[config.mk]
export PLATFORM = sky130hd
export DESIGN_NAME = nios_setup_led_pwm
export DESIGN_NICKNAME = d
export VERILOG_FILES = /design/src/rtl/nios_setup_led_pwm.sv
export SDC_FILE = /design/constraint.sdc
export NUM_CORES = 1
export LEC_CHECK = 0
export ABC_AREA = 0
export ABC_CLOCK_PERIOD_IN_PS = 2250
export BUFFER_PORTS_ARGS = -buffer_cell sky130_fd_sc_hd__buf_2
export CORE_MARGIN = 2
export CORE_UTILIZATION = 41
export CTS_BUF_LIST = sky130_fd_sc_hd__clkbuf_2
export DETAILED_ROUTE_END_ITERATION = 12
export PLACE_DENSITY = 0.66
export SETUP_SLACK_MARGIN = 0.15
export SLEW_MARGIN = 20
export SYNTH_ARGS = -nofsm -noshare
export SYNTH_HDL_FRONTEND = slang
export SYNTH_SLANG_ARGS = --single-unit
[constraint.sdc]
create_clock -name clk -period 2.25 [get_ports clk]
set_input_delay 0.45 -clock clk [delete_from_list [all_inputs] [get_ports clk]]
set_output_delay 0.45 -clock clk [all_outputs]
set_load 0.1 [all_outputs]
[src/rtl/nios_setup_led_pwm.sv]
// nios_setup_led_pwm: Avalon-MM LED output controller for the Nios II system.
// Each of WIDTH channels drives either a directly written level or a PWM
// brightness, optionally gated by a shared blink phase.
//
// Ports:
//   clk        system clock, rising edge
//   reset_n    asynchronous active-low reset
//   address    word address of the slave register
//   chipselect slave select
//   write_n    active-low write strobe (write = chipselect && !write_n)
//   writedata  write data, unused upper bits ignored
//   readdata   combinational read data, zero-wait-state
//   out_port   registered LED outputs
module nios_setup_led_pwm #(
    parameter int unsigned WIDTH    = 5,
    parameter int unsigned PWM_BITS = 8
) (
    input  logic             clk,
    input  logic             reset_n,
    input  logic [3:0]       address,
    input  logic             chipselect,
    input  logic             write_n,
    input  logic [31:0]      writedata,
    output logic [31:0]      readdata,
    output logic [WIDTH-1:0] out_port
);

    localparam int unsigned CNT_W = 16;

    localparam logic [3:0] ADDR_DATA       = 4'd0;
    localparam logic [3:0] ADDR_MODE       = 4'd1;
    localparam logic [3:0] ADDR_OUTSET     = 4'd2;
    localparam logic [3:0] ADDR_OUTCLEAR   = 4'd3;
    localparam logic [3:0] ADDR_PRESCALE   = 4'd4;
    localparam logic [3:0] ADDR_BLINK      = 4'd5;
    localparam logic [3:0] ADDR_BLINK_HALF = 4'd6;
    localparam int unsigned ADDR_DUTY_BASE = 8;

    localparam logic [CNT_W-1:0]    CNT_ONE = CNT_W'(1);
    localparam logic [PWM_BITS-1:0] PWM_ONE = PWM_BITS'(1);

    logic                wr_en;
    logic [WIDTH-1:0]    wr_bits;

    logic [WIDTH-1:0]    data_reg;
    logic [WIDTH-1:0]    mode_reg;
    logic [WIDTH-1:0]    blink_reg;
    logic [CNT_W-1:0]    prescale_reg;
    logic [CNT_W-1:0]    blink_half_reg;
    logic [PWM_BITS-1:0] duty_reg [WIDTH];
    logic [PWM_BITS-1:0] duty_act [WIDTH];

    logic [CNT_W-1:0]    pre_cnt;
    logic [PWM_BITS-1:0] pwm_cnt;
    logic [CNT_W-1:0]    blk_cnt;
    logic                phase;

    logic                tick;
    logic                period_end;
    logic [WIDTH-1:0]    pwm_on;
    logic [WIDTH-1:0]    out_nxt;

    // Upper write-data bits carry nothing for this slave.
    logic                unused_wdata;
    assign unused_wdata = &{1'b0, writedata[31:CNT_W]};

    assign wr_en   = chipselect & ~write_n;
    assign wr_bits = writedata[WIDTH-1:0];

    // Control registers; OUTSET/OUTCLEAR modify DATA atomically.
    always_ff @(posedge clk or negedge reset_n) begin
        if (!reset_n) begin
            data_reg       <= '0;
            mode_reg       <= '0;
            blink_reg      <= '0;
            prescale_reg   <= '0;
            blink_half_reg <= '0;
        end else if (wr_en) begin
            case (address)
                ADDR_DATA:       data_reg       <= wr_bits;
                ADDR_MODE:       mode_reg       <= wr_bits;
                ADDR_OUTSET:     data_reg       <= data_reg | wr_bits;
                ADDR_OUTCLEAR:   data_reg       <= data_reg & ~wr_bits;
                ADDR_PRESCALE:   prescale_reg   <= writedata[CNT_W-1:0];
                ADDR_BLINK:      blink_reg      <= wr_bits;
                ADDR_BLINK_HALF: blink_half_reg <= writedata[CNT_W-1:0];
                default: ;
            endcase
        end
    end

    // Duty registers, one word per channel starting at the duty base address.
    always_ff @(posedge clk or negedge reset_n) begin
        if (!reset_n) begin
            for (int i = 0; i < int'(WIDTH); i++) begin
                duty_reg[i] <= '0;
            end
        end else begin
            for (int i = 0; i < int'(WIDTH); i++) begin
                if (wr_en && (address == 4'(int'(ADDR_DUTY_BASE) + i))) begin
                    duty_reg[i] <= writedata[PWM_BITS-1:0];
                end
            end
        end
    end

    // Prescaler: tick on reaching PRESCALE; a PRESCALE write restarts it.
    assign tick       = (pre_cnt == prescale_reg);
    assign period_end = tick & (&pwm_cnt);

    always_ff @(posedge clk or negedge reset_n) begin
        if (!reset_n) begin
            pre_cnt <= '0;
        end else if (wr_en && (address == ADDR_PRESCALE)) begin
            pre_cnt <= '0;
        end else if (tick) begin
            pre_cnt <= '0;
        end else begin
            pre_cnt <= pre_cnt + CNT_ONE;
        end
    end

    // PWM counter; duty is shadowed at period boundaries so each period is glitch-free.
    always_ff @(posedge clk or negedge reset_n) begin
        if (!reset_n) begin
            pwm_cnt <= '0;
            for (int i = 0; i < int'(WIDTH); i++) begin
                duty_act[i] <= '0;
            end
        end else begin
            if (tick) begin
                pwm_cnt <= pwm_cnt + PWM_ONE;
            end
            if (period_end) begin
                for (int i = 0; i < int'(WIDTH); i++) begin
                    duty_act[i] <= duty_reg[i];
                end
            end
        end
    end

    // Blink timer counts PWM periods; a BLINK_HALF below blk_cnt is only
    // matched again after blk_cnt wraps.
    always_ff @(posedge clk or negedge reset_n) begin
        if (!reset_n) begin
            blk_cnt <= '0;
            phase   <= 1'b1;
        end else if (period_end) begin
            if (blk_cnt == blink_half_reg) begin
                blk_cnt <= '0;
                phase   <= ~phase;
            end else begin
                blk_cnt <= blk_cnt + CNT_ONE;
            end
        end
    end

    // Per-channel PWM compare and output selection.
    always_comb begin
        pwm_on  = '0;
        out_nxt = '0;
        for (int i = 0; i < int'(WIDTH); i++) begin
            pwm_on[i]  = (pwm_cnt < duty_act[i]);
            out_nxt[i] = (mode_reg[i] ? pwm_on[i] : data_reg[i]) & (~blink_reg[i] | phase);
        end
    end

    always_ff @(posedge clk or negedge reset_n) begin
        if (!reset_n) begin
            out_port <= '0;
        end else begin
            out_port <= out_nxt;
        end
    end

    // Read mux; write-only and unmapped addresses return 0.
    always_comb begin
        readdata = '0;
        case (address)
            ADDR_DATA:       readdata = 32'(data_reg);
            ADDR_MODE:       readdata = 32'(mode_reg);
            ADDR_PRESCALE:   readdata = 32'(prescale_reg);
            ADDR_BLINK:      readdata = 32'(blink_reg);
            ADDR_BLINK_HALF: readdata = 32'(blink_half_reg);
            default: ;
        endcase
        for (int i = 0; i < int'(WIDTH); i++) begin
            if (address == 4'(int'(ADDR_DUTY_BASE) + i)) begin
                readdata = 32'(duty_reg[i]);
            end
        end
    end

endmodule

; ---- Word level (Yosys, flattened, before mapping)
; Cells that the tools add are included.
[classes]
n_addsub = 3
mul = 0
div = 0
order_cmp = 5
n_eq_ne = 13
n_shift = 0
mux = 15
bitwise_logic = 22
n_reduce_logical = 15
[ops]
columns = operator, count
row1 = 32-bit 2-to-1 mux, 5
row2 = 16-bit case mux with 5 select lines, 1
row3 = 16-bit 2-to-1 mux, 3
row4 = 8-bit < comparator, 5
row5 = 16-bit by 1-bit adder with 16-bit output (second input constant), 2
row6 = 16-bit equality test, 2
row7 = 4-bit equality test (second input constant), 5
row8 = 5-bit case mux with 3 select lines, 1
row9 = 4-bit by 3-bit equality test with 1-bit output (second input constant), 3
row10 = 2-bit AND reduction, 6
row11 = 8-bit by 1-bit adder with 8-bit output (second input constant), 1
row12 = 4-bit by 2-bit equality test with 1-bit output (second input constant), 2
row13 = 8-bit AND reduction, 1
row14 = 1-bit bitwise AND, 7
row15 = 1-bit inverter, 7
row16 = 1-bit logical AND, 6
row17 = 5-bit bitwise AND, 1
row18 = 1-bit 2-to-1 mux, 5
row19 = 5-bit inverter, 1
row20 = 1-bit bitwise OR, 5
row21 = 5-bit bitwise OR, 1
row22 = 4-bit by 1-bit equality test with 1-bit output (second input constant), 1
row23 = 4-bit zero test, 1
row24 = 3-bit nonzero test, 1
[word_totals]
regBits = 173
latchBits = 0
ramBits = 0
mem_bits_ro = 0
in_bits = 40
output_inout_bits = 37
wordCells = 93
n_memories = 0

; ---- Depth between registers and ports, before layout
; Gate-level depths: netlist (run 1).
[logic_depth]
word_depth = 7
mapped_depth = 8

; ---- Least setup slack after synthesis (run 1)
; OpenSTA, ideal clock, no wires.
[synth_timing]
path_type = input to output
from = input port address[1]
to = output port readdata[0]
t_arrival_ns = 3.722
required_time_ns = 1.800
slack_ns = -1.922
cell_stages = 6
n_path_buf = 4
path_cell_list = buf_2 > buf_1 > clkbuf_1 > clkbuf_1 > nor2_1 > o21ai_0
[synth_between]
elab_chain_cells = 7
[synth_lines]
columns = element, line
row1 = from (decl), 20  ; input logic [3:0] address,
row2 = "4-bit by 3-bit equality test with 1-bit output, or another cell as far along", 179  ; case (address)
row3 = 16-bit case mux with 5 select lines, 179
row4 = 32-bit 2-to-1 mux (4 in series), 188  ; if (address == 4'(int'(ADDR_DUTY_BASE) + i)) begin
row5 = 32-bit 2-to-1 mux (*), 188
row6 = to (decl), 24  ; output logic [31:0] readdata,
; Mark *: on every way between the ends. The rest lies on a longest branch, timed or not.

; ---- Final worst setup path (run 1)
[layout_timing]
from = register prescale_reg[2]
to = output port readdata[2]
[layout_between]
elab_chain_cells = 6
[layout_lines]
columns = element, line
row1 = from (decl), 48  ; logic [CNT_W-1:0] prescale_reg;
row2 = from (signal assigned), 84  ; ADDR_PRESCALE: prescale_reg <= writedata[CNT_W-1:0];
row3 = 16-bit case mux with 5 select lines, 179
row4 = 32-bit 2-to-1 mux (5 in series), 188
; No other way between the ends.

==> qor.txt, run 1 <==
status - finished with violations
failing checks - negative setup slack
synthesized area - 9133 um^2
Total GRT Usage - 20.06%
GR Util met3 - 4.253%
Synth area leaders - dfrtp_1, mux2_2, ha_1, xnor2_1, o21ai_0
switching part of the total - 35.99%
Clock Pin Slew Worst Setup and Hold Paths - 0.24 ns
worst-path cell chain - mux2_4 > a22oi_2 > nor3_2 > a31oi_1 > o21ai_1 > a22o_4 > buf_12
Crit Reg-Reg Endpoint - blk_cnt[5]$_DFFE_PN0P_
# nets final - 1084
Internal Power - 5.395 mW
Clock Skew - 0.03498 ns
pin count of the biggest net entering global routing - 66
asr flop ratio synth - 100.0%
Synth area leader - dfrtp_1
worst path required time - 1.80 ns
initial antenna violation count - 3
#FFs+latches synth - 173
worst hold path class - input pin to register
Min-Delay Endpoint - data_reg[4]$_DFFE_PN0P_
antenna-violating nets left - 0
syn avg cell area - 10.81 um^2
std cell rows - 54
final hold vios - 0
most frequent cell after synthesis - dfrtp_1
Crit-path slowest cell - dfrtp_1
Synth top cells by count - dfrtp_1, mux2_2, o21ai_0
setup tns final - -2.501 ns
critical path type - register to primary output
largest fanout on the critical path - 2
GRT busiest layer - met2
Clock power frac - 20.4%
Post-Route WL - 24.88 mm
Initial DRC Count - 484
post-DR vias/cell - 5.425
DIE HEIGHT - 153.2 um
Num CTS Buffers - 17
gpl congestion - 0.8928
share of cells above drive strength 1 - 40.57%
fill count - 1842
die area - 23480 um^2
I/O pin total - 77
crit end category - primary output
Setup-failing EPs final - 8
CP delay by family, top - compound AO/OA/AOI/OAI gates
Worst-Skew Late Latency - 0.75 ns
worst-case reg-to-reg path depth - 8
first-pass GRT wire length - 37.38 mm
sequential-to-total area share from yosys stat - 47.42%
worst hold slack - 0.06801 ns
HPWL after DPL - 16.80 mm
fin crit period - 2.789 ns
Via Count - 7052
met1 usage - 27.01%
CTS Root Cell - clkbuf_2
period utilisation layout - 124.0%
number of remaining DRC errors - 0
Final Max Tran Viols - 0
share of the synthesized area in the top cell type - 47.13%
Synth Flop Type - dfrtp_1
clock sinks - 173
number of global-route vias before repair - 6955
Syn Inst Count - 845
Arr. time, crit path - 2.34 ns
RSZ-0062 raised after global routing - yes
Die X - 153.2 um
Sequential Power Share - 47.3%
library cells used by synthesis - 48
FF+latch area - 4332 um^2
static leakage - 5.436 nW
htree depth - 4
VDD IR max - 0.0005779 V
power share of the combinational group - 32.4%
reg-to-reg slack, setup - 0.01 ns
Hold Path Stages - 3
global route overflow - 0
CP bufs+invs - 1
pwr/cell area - 706.4 nW/um^2
yosys warns - 0
global-route met2 utilization - 32.59%
drt first pass iters - 5
maximum clock frequency - 358.5 MHz
Core ar. - 21820 um^2
CTS tree - built
NetSw - 3.033 mW
max incr delay on CP - 0.44 ns
Critical Path Source Type - register
number of max-cap violations - 0
Hold Crit Start - writedata[4]
Multi-input gate area - 5111 um^2
CTS max path bufs - 2
number of flops mapped to enable cells by yosys - 0
starting density of the core - 41.85%
drt wl/cell - 19.14 um
number of I/O port buffers - 44
Area Overhead vs Synth - 30.65%
final worst setup slack - -0.5391 ns
r2r startpoint - prescale_reg[3]$_DFFE_PN0P_
## final cells by class
class / instances / share of cell area [%]
diodes: 2 / 0.04195
clock buffers: 18 / 0.7550
clock inverters: 13 / 1.248
inverters: 40 / 1.258
multi-input cells: 595 / 42.84
flip-flops and latches: 173 / 36.30
well taps: 280 / 2.936
repair buffers: 179 / 14.62
## metrics by stage
step / cell area (um^2) / power [mW] / utilization (%) / setup WS [ns] / instances
CTS: 11140 / 8.116 / 51.04 / -0.5886 / 1265
global placement: 10450 / 6.174 / 47.87 / -0.1592 / 1201
finish: 11930 / 8.428 / 54.67 / -0.5391 / 1300
floorplan: 9376 / 5.496 / - / -0.08481 / 860
global route: 11930 / 8.872 / 54.65 / -0.7290 / 1298
detailed placement: 10450 / 6.242 / 47.87 / -0.1800 / 1201
## logic make-up after synthesis
kind of cell	share of synthesized area, %
adder cells (fa/ha/maj)	5.206
AO/OA/AOI/OAI	10.62
other	0.04106
flip-flops	47.42
AND/OR/NAND/NOR	10.97
multiplexers	16.33
buffers and inverters	4.617
XOR/XNOR	4.795
## layer usage
metal / vias up / wire, um
li1: 3300 / -
met1: 3516 / 11340
met2: 196 / 11830
met3: 38 / 1149
met4: 2 / 552
met5: - / 11
## power by group through the flow
stage | clock network, mW | registers, mW | logic, mW
2_1_floorplan | 0 | 4.15 | 1.35
3_3_place_gp | 0 | 4.03 | 2.14
3_5_place_dp | 0 | 4.05 | 2.19
4_1_cts | 1.74 | 3.96 | 2.42
5_1_grt | 1.89 | 4.04 | 2.94
6_report | 1.72 | 3.98 | 2.73
## worst min-delay path, delay by kind of cell
| family | cells | cell delay, ns |
|---|---|---|
| buffers and inverters | 1 | 0.19 |
| AND/OR/NAND/NOR | 2 | 0.14 |
## timing repair
item	in CTS	in global routing
hold buffers	10	3
endpoints found under the hold margin	177	11
resized for setup	43	110
pin swaps	13	36
endpoints found under the setup margin	28	71
cloned	0	9
buffers inserted	23	21
## layout by cell type, fill, tap and decap left out, drive strengths merged, types with 7 or more instances in the layout
| master | n |
|---|---|
| o21ai | 55 |
| nand2b | 12 |
| nor2 | 47 |
| xor2 | 8 |
| a22o | 10 |
| nand4 | 14 |
| nand3 | 28 |
| xnor2 | 42 |
| dlygate4sd3 | 13 |
| o31ai | 11 |
| a21oi | 32 |
| nor3 | 12 |
| clkinv | 7 |
| inv | 41 |
| dfrtp | 172 |
| buf | 162 |
| nor2b | 13 |
| mux2 | 128 |
| ha | 38 |
| clkbuf | 22 |
| a21o | 16 |
| a22oi | 7 |
| nand2 | 51 |
| conb | 16 |
## worst max path at each step
stage / from / end / slack (ns) / depth (start not counted)
after floorplan: address[2] / readdata[1] / -0.08 / 7
after global placement: address[1] / readdata[2] / -0.16 / 8
after detailed placement: address[2] / readdata[0] / -0.18 / 8
after CTS: prescale_reg[2]$_DFFE_PN0P_ / readdata[2] / -0.59 / 7
after global routing: prescale_reg[2]$_DFFE_PN0P_ / readdata[2] / -0.73 / 7
final: prescale_reg[2]$_DFFE_PN0P_ / readdata[2] / -0.54 / 7
No activity file was read; power rests on OpenSTA's default activity.
==> run 2, diff against run 1 <==
CORE_ASPECT_RATIO = 1.5   (was default)
==> qor.txt, run 2 (synthesis results as in run 1) <==
status - finished with violations
failing checks - negative setup slack
commonest non-fill, non-tap cells in the layout - dfrtp_1, mux2_2, buf_4
worst hold path class - input pin to asynchronous set/reset pin
die area - 23510 um^2
Core ar. - 21800 um^2
# nets final - 1078
DIE HEIGHT - 186.8 um
starting density of the core - 41.89%
drt wl/cell - 18.72 um
Final Max Tran Viols - 0
I/O pin total - 77
fin crit period - 2.817 ns
r2r startpoint - prescale_reg[2]$_DFFE_PN0P_
post-DR vias/cell - 5.399
number of remaining DRC errors - 0
drt first pass iters - 4
maximum clock frequency - 354.9 MHz
VDD IR max - 0.0003945 V
Setup-failing EPs final - 10
Initial DRC Count - 347
final worst setup slack - -0.5674 ns
final instance area - 11540 um^2
reg-to-reg slack, setup - -0.01 ns
number of max-cap violations - 0
critical path type - register to primary output
Clock Pin Slew Worst Setup and Hold Paths - 0.27 ns
static leakage - 5.281 nW
CTS max path bufs - 2
Arr. time, crit path - 2.37 ns
Area after DPL - 10400 um^2
number of global-route vias before repair - 7262
HPWL after DPL - 17.62 mm
CTS tree - built
std cell rows - 66
number of I/O port buffers - 44
Crit-path slowest cell - dfrtp_1
post-layout util - 52.92%
initial antenna violation count - 2
Num CTS Buffers - 17
CTS Root Cell - clkbuf_2
period utilisation layout - 125.2%
worst path required time - 1.80 ns
first-pass GRT wire length - 38.61 mm
Via Count - 6949
Clock Skew - 0.05782 ns
most common cell after layout, fill and taps aside - dfrtp_1
pwr/cell area - 711.8 nW/um^2
clock sinks - 173
Post-Route WL - 24.09 mm
final hold vios - 0
Die X - 125.9 um
crit end category - primary output
Area Overhead vs Synth - 26.32%
global route overflow - 0
RSZ-0062 raised after global routing - yes
share of cells above drive strength 1 - 38.40%
pin count of the biggest net entering global routing - 54
htree depth - 4
Total GRT Usage - 20.84%
worst-path cell chain - mux2_4 > a22oi_2 > nor3_1 > a31oi_1 > o21ai_1 > a22o_4 > buf_12
largest fanout on the critical path - 2
Worst-Skew Late Latency - 0.77 ns
Critical Path Source Type - register
Crit Reg-Reg Endpoint - blk_cnt[9]$_DFFE_PN0P_
gpl congestion - 0.9531
antenna-violating nets left - 0
max incr delay on CP - 0.44 ns
worst-case reg-to-reg path depth - 10
==> run 2: cell count changes in the layout (fill, tap and decap cells not counted), moves of 6 or more <==
cell / before / now
o21ai_2: 11 / 5
nor2_1: 32 / 43
inv_6: 1 / 9
mux2_4: 15 / 2
o31ai_2: 2 / 8
o21ai_0: 31 / 37
nor2_4: 12 / 0
mux2_2: 113 / 126
==> run 2: cell type report <==
| type | count | area (um^2) |
|---|---|---|
| well taps | 272 | 340.3 |
| clock inverters | 15 | 147.6 |
| clock buffers | 17 | 85.08 |
| fillers | 1924 | 10260 |
| diodes | 2 | 5.005 |
| multi-input cells | 595 | 4857 |
| flip-flops and latches | 173 | 4338 |
| repair buffers | 173 | 1610 |
| inverters | 40 | 152.6 |
==> run 2: metal layers <==
layer	vias to the layer above	part of all wire [%]	track usage [%]
li1	3276	-	-
met1	3464	40	23.88
met2	159	53	37.90
met3	50	3.9	4.071
met4	0	3.5	8.199
met5	-	0	0
==> run 2: through the flow <==
stage / total power, mW / hold WS (ns) / std cells / setup WS, ns / TNS, ns
4_1_cts: 8.186 / 0.05634 / 1270 / -0.6442 / -3.232
3_5_place_dp: 6.270 / 0.4155 / 1196 / -0.1773 / -1.006
5_1_grt: 8.633 / 0.07009 / 1286 / -0.7336 / -4.959
2_1_floorplan: 5.496 / 0.1544 / 860 / -0.08481 / -0.3172
3_3_place_gp: 6.208 / 0.4141 / 1196 / -0.1636 / -0.9087
6_report: 8.211 / 0.1302 / 1287 / -0.5674 / -2.658
==> run 2: worst max-delay path: cells and delay by family (launching register included) <==
kind / cells / cell delay [ns]
compound gates: 4 / 0.65
simple gates: 1 / 0.07
mux: 1 / 0.28
buf+inv: 1 / 0.16
flops: 1 / 0.44
==> run 2: where the power goes <==
part / internal (mW) / total [mW] / switching [mW] / leakage [nW]
sequential: 3.56 / 4.02 / 0.464 / 2.28
combinational: 1.15 / 2.53 / 1.38 / 2.86
clock: 0.447 / 1.66 / 1.21 / 0.143
==> run 2: what timing repair did <==
action                                  CTS  global route
endpoints found under the hold margin   179             0
hold buffers                             17             0
cloned                                    0             0
setup buffers                            25            15
resized for setup                        68            43
endpoints found under the setup margin   52            61
pin swaps                                16            14
==> run 2: how the worst max path moves through the flow <==
stage	start	cells past startpoint	to	slack [ns]
floorplan	address[2]	7	readdata[1]	-0.08
global placement	address[1]	8	readdata[3]	-0.16
detailed placement	address[1]	8	readdata[2]	-0.18
CTS	prescale_reg[4]$_DFFE_PN0P_	7	readdata[4]	-0.64
global route	prescale_reg[4]$_DFFE_PN0P_	7	readdata[4]	-0.73
finish	prescale_reg[4]$_DFFE_PN0P_	7	readdata[4]	-0.57
==> run 3, diff against run 2 <==
ABC_CLOCK_PERIOD_IN_PS = 3200   (was 2250)
PLACE_DENSITY = 0.63   (was 0.66)
RECOVER_POWER = 100   (was default)
clock period = 3.2 ns   (was 2.25 ns; I/O delays follow)
==> qor.txt, run 3 (synthesis results as in run 1) <==
reg-to-reg slack, setup - 0.24 ns
period utilisation layout - 97.32%
post-placement cell count - 1150
antenna-violating nets left - 0
drt wl/cell - 19.15 um
Initial DRC Count - 380
worst hold path class - input pin to register
Area Overhead vs Synth - 11.06%
Clock Skew - 0.02603 ns
number of remaining DRC errors - 0
pwr/cell area - 552.9 nW/um^2
NetSw - 1.956 mW
static leakage - 4.575 nW
Total GRT Usage - 20.27%
Post-Route WL - 22.81 mm
starting density of the core - 41.89%
Max-slew headroom - -27.56%
final hold vios - 0
die area - 23510 um^2
most common cell after layout, fill and taps aside - dfrtp_1
crit end category - primary output
RSZ-0062 raised after global routing - yes
maximum clock frequency - 321.1 MHz
Setup-failing EPs final - 0
Internal Power - 3.651 mW
Crit-path slowest cell - a31oi_1
most used cell, CP - clkbuf_1
Num CTS Buffers - 17
Arr. time, crit path - 2.47 ns
failing checks - max-capacitance violations, max-slew violations
Die X - 125.9 um
worst-path cell chain - clkbuf_1 > buf_4 > nor4b_2 > clkbuf_1 > a22oi_1 > a31oi_1 > buf_12
std cell rows - 66
htree depth - 4
fin cells - 1191
Least-Margin Pin Slew - 1.913 ns
CTS tree - built
status - finished with violations
DIE HEIGHT - 186.8 um
initial antenna violation count - 2
# nets final - 983
CTS max path bufs - 2
VDD IR max - 0.0002739 V
switching part of the total - 34.89%
gpl congestion - 0.9238
global route overflow - 0
clock sinks - 173
number of global-route vias before repair - 6577
share of cells above drive strength 1 - 25.08%
commonest non-fill, non-tap cells in the layout - dfrtp_1, mux2_2, nand2_1
CP delay by family, top - buffers and inverters
drt first pass iters - 7
Clock Pin Slew Worst Setup and Hold Paths - 0.22 ns
Core ar. - 21800 um^2
power share of the combinational group - 25.1%
CP bufs+invs - 4
Sequential Power Share - 50.9%
HPWL after DPL - 16.62 mm
pin count of the biggest net entering global routing - 75
Final Max Tran Viols - 75
Worst-Skew Late Latency - 0.76 ns
largest fanout on the critical path - 22
setup tns final - 0 ns
number of I/O port buffers - 44
max incr delay on CP - 0.42 ns
fin crit period - 3.114 ns
worst path required time - 2.56 ns
Clock power frac - 24.0%
number of max-cap violations - 1
CTS Root Cell - clkbuf_2
post-DR vias/cell - 5.450
first-pass GRT wire length - 37.09 mm
critical path type - input pin to primary output
Critical Path Source Type - input pin
I/O pin total - 77
Via Count - 6491
run 3: changes by cell type in the layout (fill, tap and decap cells not counted), moves of 10 or more:
cell,previous run,this run
a22o_1,0,10
o31ai_1,0,11
dlygate4sd3_1,17,1
clkbuf_1,0,16
buf_12,20,2
o21ai_0,37,50
a22o_4,10,0
buf_4,96,21
run 3: per-stage QoR:
stage               area, um^2  hold slack (ns)  utilization [%]  worst slack [ns]  power [mW]
global placement         10010           0.4873            45.93            0.2742       4.297
floorplan                 9266           0.3444                -            0.1674       3.847
finish                   10140           0.1238            46.52           0.08587       5.607
global route             10140          0.05120            46.51           0.03370       5.905
CTS                      10350          0.04522            47.48            0.1148       5.702
detailed placement       10010           0.4936            45.93            0.2453       4.331
run 3: power groups by stage:
stage / combinational, mW / sequential (mW) / clock, mW
after global placement: 1.40 / 2.90 / 0
after global routing: 1.54 / 2.90 / 1.46
after detailed placement: 1.42 / 2.91 / 0
after floorplan: 0.929 / 2.92 / 0
after CTS: 1.45 / 2.86 / 1.39
final: 1.41 / 2.86 / 1.34
run 3: cell type report:
type	count	area, um^2
diodes	2	5.005
clock buffers	19	95.09
clock inverters	12	193.9
fillers	2098	11660
inverters	40	150.1
multi-input cells	595	4494
flip-flops and latches	173	4330
well taps	272	340.3
repair buffers	78	533.0
run 3: timing repair:
action                     in CTS  in global routing
gates cloned                    0                  0
pin swaps                       3                  0
resized for setup               4                  3
hold buffers                    1                  0
hold endpoints to repair       69                  0
setup buffers                   4                  3
setup endpoints to repair       2                  4
run 3: worst paths after layout:
check	end	startpoint	cells after the start
worst max-delay path	readdata[6]	address[3]	7
worst min-delay path	blink_half_reg[8]$_DFFE_PN0P_	writedata[8]	2
worst max register to register	duty_act[4]$_DFFE_PN0P_	prescale_reg[4]$_DFFE_PN0P_	10
worst min register to register	blk_cnt[15]$_DFFE_PN0P_	blk_cnt[15]$_DFFE_PN0P_	1
max in group asynchronous	duty_reg[10]$_DFFE_PN0P_	reset_n	3
min in group asynchronous	duty_act[6]$_DFFE_PN0P_	reset_n	2
run 3: per-layer routing:
metal / vias up / track usage, % / part of all wire (%)
li1: 3066 / - / -
met5: - / 0 / 0
met1: 3202 / 25.14 / 41
met4: 0 / 9.890 / 4.2
met3: 46 / 3.756 / 4.4
met2: 177 / 33.93 / 50
